File: src/rtl/adder_accumulator.sv
// -----------------------------------------------------------------------------
// adder_accumulator
//
// Sums a packet of signed operand beats (each beat is in_a plus a carry-in)
// into one signed WIDTH+1-bit result, in the {co, s} form that the upstream
// adders produce. The packet length is taken from the first beat. One result
// is presented per packet over a valid/ready handshake.
//
// Optional feature macro: ADDACC_SAT_EN
//   defined   -> out_sum clamps to 2^WIDTH-1 / -2^WIDTH when the true sum
//                does not fit in WIDTH+1 signed bits
//   undefined -> out_sum is the wrapped low WIDTH+1 bits of the accumulator
//   out_ovf behaves the same way in both builds.
//
// Ports:
//   clk        in   rising-edge clock
//   rst_n      in   asynchronous active-low reset
//   in_valid   in   operand beat valid
//   in_ready   out  block can accept an operand beat (decoded from state only)
//   in_a       in   WIDTH-bit signed operand
//   in_ci      in   carry-in added with this beat
//   len        in   packet length in beats, sampled on the first beat (0 -> 1)
//   out_valid  out  packet result valid
//   out_ready  in   sink accepts the result
//   out_sum    out  WIDTH+1-bit signed packet sum
//   out_ovf    out  true sum did not fit in WIDTH+1 signed bits
// -----------------------------------------------------------------------------
module adder_accumulator #(
    parameter int WIDTH   = 32,
    parameter int COUNT_W = 8
) (
    input  logic               clk,
    input  logic               rst_n,
    input  logic               in_valid,
    output logic               in_ready,
    input  logic [WIDTH-1:0]   in_a,
    input  logic               in_ci,
    input  logic [COUNT_W-1:0] len,
    output logic               out_valid,
    input  logic               out_ready,
    output logic [WIDTH:0]     out_sum,
    output logic               out_ovf
);

    // Wide enough that 2^COUNT_W-1 beats of (WIDTH-bit operand + 1) never wrap.
    localparam int AW = WIDTH + COUNT_W + 2;

    typedef enum logic [1:0] {
        IDLE,
        ACCUM,
        DONE
    } state_t;

    state_t                state;
    logic signed [AW-1:0]  acc;
    logic [COUNT_W-1:0]    cnt;
    logic [COUNT_W-1:0]    len_q;

    logic signed [AW-1:0]  term;
    logic signed [AW-1:0]  acc_next;
    logic [COUNT_W-1:0]    len_eff;
    logic [COUNT_W:0]      cnt_inc;
    logic                  last_beat;
    logic [AW-WIDTH-1:0]   upper;
    logic                  ovf_next;
    logic [WIDTH:0]        sum_next;

    assign in_ready = (state != DONE);

    // Per-beat arithmetic, the length bookkeeping that decides whether this
    // beat closes the packet, and the result that would be latched if it does.
    // The first beat starts a fresh sum so acc needs no clearing in IDLE.
    always_comb begin
        term      = '0;
        acc_next  = '0;
        len_eff   = '0;
        cnt_inc   = '0;
        last_beat = 1'b0;
        upper     = '0;
        ovf_next  = 1'b0;
        sum_next  = '0;

        term = {{(AW-WIDTH){in_a[WIDTH-1]}}, in_a} + {{(AW-1){1'b0}}, in_ci};

        if (state == IDLE) begin
            acc_next = term;
        end else begin
            acc_next = acc + term;
        end

        len_eff = (len == '0) ? {{(COUNT_W-1){1'b0}}, 1'b1} : len;
        cnt_inc = {1'b0, cnt} + {{COUNT_W{1'b0}}, 1'b1};

        if (state == IDLE) begin
            last_beat = (len_eff == {{(COUNT_W-1){1'b0}}, 1'b1});
        end else begin
            last_beat = (cnt_inc == {1'b0, len_q});
        end

        // The sum fits in WIDTH+1 signed bits exactly when every bit from
        // WIDTH upward is a copy of the same sign.
        upper    = acc_next[AW-1:WIDTH];
        ovf_next = !((&upper) || !(|upper));

`ifdef ADDACC_SAT_EN
        if (ovf_next) begin
            sum_next = acc_next[AW-1] ? {1'b1, {WIDTH{1'b0}}}
                                      : {1'b0, {WIDTH{1'b1}}};
        end else begin
            sum_next = acc_next[WIDTH:0];
        end
`else
        sum_next = acc_next[WIDTH:0];
`endif
    end

    // Packet FSM. The result registers are loaded on the same edge that
    // accepts the last beat, so out_valid rises one edge after that beat and
    // the outputs never see in_* combinationally.
    always_ff @(posedge clk or negedge rst_n) begin
        if (!rst_n) begin
            state     <= IDLE;
            acc       <= '0;
            cnt       <= '0;
            len_q     <= '0;
            out_valid <= 1'b0;
            out_sum   <= '0;
            out_ovf   <= 1'b0;
        end else begin
            case (state)
                IDLE: begin
                    if (in_valid) begin
                        len_q <= len_eff;
                        acc   <= acc_next;
                        cnt   <= {{(COUNT_W-1){1'b0}}, 1'b1};
                        if (last_beat) begin
                            state     <= DONE;
                            out_valid <= 1'b1;
                            out_sum   <= sum_next;
                            out_ovf   <= ovf_next;
                        end else begin
                            state <= ACCUM;
                        end
                    end
                end

                ACCUM: begin
                    if (in_valid) begin
                        acc <= acc_next;
                        cnt <= cnt_inc[COUNT_W-1:0];
                        if (last_beat) begin
                            state     <= DONE;
                            out_valid <= 1'b1;
                            out_sum   <= sum_next;
                            out_ovf   <= ovf_next;
                        end
                    end
                end

                DONE: begin
                    if (out_ready) begin
                        state     <= IDLE;
                        acc       <= '0;
                        cnt       <= '0;
                        out_valid <= 1'b0;
                        out_sum   <= '0;
                        out_ovf   <= 1'b0;
                    end
                end

                default: begin
                    state <= IDLE;
                end
            endcase
        end
    end

endmodule

File: config.mk
export PLATFORM = sky130hd
export DESIGN_NAME = adder_accumulator
export DESIGN_NICKNAME = d
export VERILOG_FILES = /design/src/rtl/adder_accumulator.sv
export SDC_FILE = /design/constraint.sdc
export NUM_CORES = 1
export LEC_CHECK = 0
export CAP_MARGIN = 15
export CORE_UTILIZATION = 30
export CTS_CLUSTER_DIAMETER = 50
export DETAILED_ROUTE_END_ITERATION = 6
export DONT_BUFFER_PORTS = 1
export PLACE_DENSITY = 0.42
export SYNTH_ARGS = -nofsm -noshare
export SYNTH_HDL_FRONTEND = slang
export SYNTH_SLANG_ARGS = --single-unit
File: constraint.sdc
create_clock -name clk -period 3.35 [get_ports clk]
set_clock_uncertainty 0.1 [all_clocks]
set_input_delay 0.67 -clock clk [delete_from_list [all_inputs] [get_ports clk]]
set_output_delay 0.67 -clock clk [all_outputs]
set_load 0.05 [all_outputs]
==> results of run 1 <==
==> cell usage in the layout, fill, tap and decap left out, types with 7 or more instances in the layout <==
cell,Yosys,layout
sky130_fd_sc_hd__mux2_2,26,25
sky130_fd_sc_hd__dfrtp_1,95,95
sky130_fd_sc_hd__buf_6,0,21
sky130_fd_sc_hd__nor2_1,66,56
sky130_fd_sc_hd__a21oi_2,1,22
sky130_fd_sc_hd__xor2_1,25,19
sky130_fd_sc_hd__nor3_1,13,12
sky130_fd_sc_hd__and3_1,23,11
sky130_fd_sc_hd__o21ai_1,6,24
sky130_fd_sc_hd__clkbuf_16,0,9
sky130_fd_sc_hd__ha_1,57,43
sky130_fd_sc_hd__o21ai_0,52,21
sky130_fd_sc_hd__nand4_1,23,23
sky130_fd_sc_hd__buf_4,2,216
sky130_fd_sc_hd__nand2_2,1,7
sky130_fd_sc_hd__o31ai_1,24,18
sky130_fd_sc_hd__a21oi_4,1,12
sky130_fd_sc_hd__nand2_1,164,152
sky130_fd_sc_hd__xnor2_1,57,37
sky130_fd_sc_hd__inv_1,17,17
sky130_fd_sc_hd__a21o_1,12,12
sky130_fd_sc_hd__and3_4,0,12
sky130_fd_sc_hd__xnor2_2,0,17
sky130_fd_sc_hd__o21ai_2,3,12
sky130_fd_sc_hd__ha_4,0,8
sky130_fd_sc_hd__nand3_1,24,19
sky130_fd_sc_hd__a21oi_1,70,38
sky130_fd_sc_hd__mux2i_1,8,8
==> where the power goes <==
part           switching [mW]  internal [mW]  total, mW
combinational            4.41           3.93       8.34
sequential               1.05           1.67       2.73
clock                   0.571          0.539       1.11
total                    6.03           6.14       12.2
==> cells by family (layout without fill, tap and decap cells) <==
family | count (synthesis) | in the layout | synth area share
AO/OA/AOI/OAI | 231 | 231 | 0.201
buffers and inverters | 63 | 273 | 0.0406
AND/OR/NAND/NOR | 348 | 348 | 0.209
XOR/XNOR | 82 | 82 | 0.0937
flip-flops | 95 | 95 | 0.310
adder cells (fa/ha/maj) | 58 | 58 | 0.0956
multiplexers | 35 | 35 | 0.0506
==> worst paths after layout <==
kind | start | endpoint | slack, ns | cells after the start
worst max register to register | acc[0] | out_ovf | -0.22 | 12
min in group clk | len[6] | len_q[6] | 0.35 | 1
max in group asynchronous | rst_n | acc[13] | 2.62 | 1
worst min register to register | acc[34] | acc[34] | 0.39 | 2
worst min-delay path | rst_n | acc[27] | 0.13 | 1
worst max-delay path | in_a[8] | out_ovf | -0.84 | 19
==> synth_stat cells (4+ instances only) <==
cell type and number:
sky130_fd_sc_hd__nand3_1 24, sky130_fd_sc_hd__nor2_1 66, sky130_fd_sc_hd__clkbuf_8 5, sky130_fd_sc_hd__o21bai_1 8, sky130_fd_sc_hd__ha_1 57, sky130_fd_sc_hd__a22o_1 4, sky130_fd_sc_hd__nand2_1 164, sky130_fd_sc_hd__o21ai_0 52
sky130_fd_sc_hd__o31ai_1 24, sky130_fd_sc_hd__inv_1 17, sky130_fd_sc_hd__xor2_1 25, sky130_fd_sc_hd__and4_1 5, sky130_fd_sc_hd__o21ai_1 6, sky130_fd_sc_hd__and2_1 7, sky130_fd_sc_hd__clkbuf_1 21, sky130_fd_sc_hd__buf_2 14
sky130_fd_sc_hd__and3_1 23, sky130_fd_sc_hd__nor3_1 13, sky130_fd_sc_hd__mux2i_1 8, sky130_fd_sc_hd__a31oi_1 6, sky130_fd_sc_hd__or3_1 4, sky130_fd_sc_hd__a21oi_1 70, sky130_fd_sc_hd__mux2_2 26, sky130_fd_sc_hd__o211ai_1 4
sky130_fd_sc_hd__xnor2_1 57, sky130_fd_sc_hd__buf_1 4, sky130_fd_sc_hd__nand4_1 23, sky130_fd_sc_hd__nor4_1 5, sky130_fd_sc_hd__a21o_1 12, sky130_fd_sc_hd__o22ai_1 4, sky130_fd_sc_hd__dfrtp_1 95
==> final cells by class <==
type / count / area share
clock buffers: 9 / 0.0202
clock inverters: 7 / 0.00706
inverters: 17 / 0.00572
multi-input cells: 754 / 0.544
flip-flops and latches: 95 / 0.213
well taps: 330 / 0.0370
repair buffers: 240 / 0.173
==> registers in the layout, summed over array words and instances, names as in the netlist <==
signal	count
acc	42
out_sum	33
cnt	8
len_q	8
state	2
out_ovf	1
out_valid	1
==> timing repair <==
action                                  CTS  global route
hold buffers                              1             0
endpoints found under the setup margin   50            57
pin swaps                                54            60
buffers inserted                         20            15
gates resized for setup                 102            86
endpoints found under the hold margin    95             0
==> metal layers <==
layer	wire [um]	vias to the layer above	track usage	share of wire
met2	12900	104	0.356	0.48
met4	472	0	0.0527	0.018
met3	760	19	0.0283	0.029
met5	0	-	0	0
met1	12500	3567	0.278	0.47
li1	-	3670	-	-
==> metrics.log, run 1 <==
[metrics] flop and latch count out of synthesis: 95
[metrics] Netlist cell types: 73
[metrics] Slew @ Worst Pin: 0.792 ns
[metrics] kind of cell adding the most delay to the critical path: simple AND/OR/NAND/NOR gates
[metrics] Placement Rows: 58
[metrics] CP Buf/Inv Count: 1
[metrics] Avg Inst Size Synth: 8.41 um2
[metrics] crit path DAT: 4.37 ns
[metrics] sequence of cells on the critical path: and4_4, and3_4, and3_4, and3_4, and3_4, nand4_1, xnor2_2, ha_4, nand4_1, nor4_2, buf_4, nand2_4, o221ai_4, nor2_4, o211a_1, mux2i_1, xnor2_1, o311ai_2, o211ai_1
[metrics] Power per Cell Area: 1090 mW/mm2
[metrics] average wire per standard cell: 18.3 um
[metrics] vias per std cell: 5.07
[metrics] number of I/O pins: 81
[metrics] worst hold slack after final layout: 0.131 ns
[metrics] via count: 7360
[metrics] die outline height: 162 um
[metrics] number of enable-type register cells in the synthesized netlist: 0
[metrics] area of the die: 0.0262 mm2
[metrics] sequential element share of the synthesized area: 0.310
[metrics] post-detailed-placement half-perimeter wirelength: 20.0 mm
[metrics] path type of the worst min-delay path: in -> async
[metrics] Max-cap violations: 0
[metrics] sequential cell area: 0.00238 mm2
[metrics] Area Growth Syn to Fin: 45.5%
[metrics] slowest stage cell on the critical path: sky130_fd_sc_hd__nor4_2
[metrics] clock buffer depth: 2
[metrics] Fmax achieved: 239 MHz
[metrics] Peak VDD IR: 0.560 mV
[metrics] post-synthesis cell count: 912
[metrics] overall power of the completed layout: 12.2 mW
[metrics] RD Place Congestion: 0.850
[metrics] Crit Path Max Fanout: 4
[metrics] startpoint types: input port
[metrics] total non-filler cell area in the finished layout: 0.0112 mm2
[metrics] final number of hold-violating endpoints: 0
[metrics] unrepaired setup endpoints after global routing: yes
[metrics] multi-input gate area in the final layout: 0.00608 mm2
[metrics] initial antenna violation count: 0
[metrics] cell type with the highest occurrence count on the critical path: sky130_fd_sc_hd__and3_4
[metrics] number of slew-limit violations in the final report: 0
[metrics] overall routed net length: 26.6 mm
[metrics] portion of synthesized cell area occupied by the leading cell type: 0.310
[metrics] Max H-tree Level: 3
[metrics] Die Span X: 162 um
[metrics] filler cell count in the final layout: 2547
[metrics] global-route usage over all layers: 0.209
[metrics] final net count: 1220
[metrics] Synth warnings: 0
[metrics] worst setup margin: -0.838 ns
[metrics] total grt overflow: 0
[metrics] data required time of the critical path: 3.53 ns
[metrics] violated checks: setup timing
[metrics] Starting Density: 0.305
[metrics] fraction of final layout cells sized beyond drive strength 1: 0.413
[metrics] clock latency reported for the late side of the worst-skew pair: 0.36 ns
[metrics] kind of end point of the critical path: flip-flop
[metrics] leakage power of the design: 5.02 nW
[metrics] root buffer cell: sky130_fd_sc_hd__clkbuf_16
[metrics] crit path time final: 4.19 ns
[metrics] count of unresolved DRC violations after routing: 0
[metrics] Synth async-reset ratio: 1.00
[metrics] fin util: 0.444
[metrics] ant diodes: 0
[metrics] worst slack, placed: -1.26 ns
[metrics] Mapped Area: 0.00767 mm2
[metrics] sum of negative setup slack: -19.49 ns
[metrics] final setup violation count: 50
[metrics] status: finished, violations left
[metrics] Inserted Clock Buffers: 9
[metrics] Detail Route Antenna Nets: 0
[metrics] cell types occupying the most area after synthesis: sky130_fd_sc_hd__dfrtp_1 (31%), sky130_fd_sc_hd__ha_1 (9.3%), sky130_fd_sc_hd__nand2_1 (8.0%), sky130_fd_sc_hd__xnor2_1 (6.5%), sky130_fd_sc_hd__a21oi_1 (4.6%)
[metrics] clock tree from TritonCTS: yes
[metrics] CORE AREA: 0.0251 mm2
[metrics] number of sinks on the clock net: 95
[metrics] Iter 0 DRT Violations: 387
[metrics] CP max stage delay: 0.35 ns
[metrics] leading area contributor after synthesis: sky130_fd_sc_hd__dfrtp_1
[metrics] via count of the first global-routing pass: 7637
[metrics] Post-Syn Nets: 1015
[metrics] Cells after DPL: 1407
[metrics] Pre-antenna DRT Iters: 5
[metrics] CTS clock-pin slew for the worst setup and hold paths: 0.08 ns
[metrics] max_slew headroom: 0.471
[metrics] DP Area: 0.00970 mm2
[metrics] largest net degree at the start of global routing: 96
[metrics] Port Buffers: 0
[metrics] number of cells in the finished layout apart from fillers: 1452
[metrics] fin crit share: 1.25
[metrics] worst setup path category: in -> reg
[metrics] most instantiated flip-flop cell in the synthesis netlist: sky130_fd_sc_hd__dfrtp_1
[metrics] global-route wire length before repair: 42.4 mm
Power figures use the tool's default switching activity.
==> run 2, diff against run 1 <==
--- a/config.mk
+++ b/config.mk
@@ -11,6 +11,7 @@
 export DETAILED_ROUTE_END_ITERATION = 6
 export DONT_BUFFER_PORTS = 1
 export PLACE_DENSITY = 0.42
+export SLEW_MARGIN = 20
 export SYNTH_ARGS = -nofsm -noshare
 export SYNTH_HDL_FRONTEND = slang
 export SYNTH_SLANG_ARGS = --single-unit
==> results of run 2 <==
Final layout, timing and power as in run 1 (identical DEF).
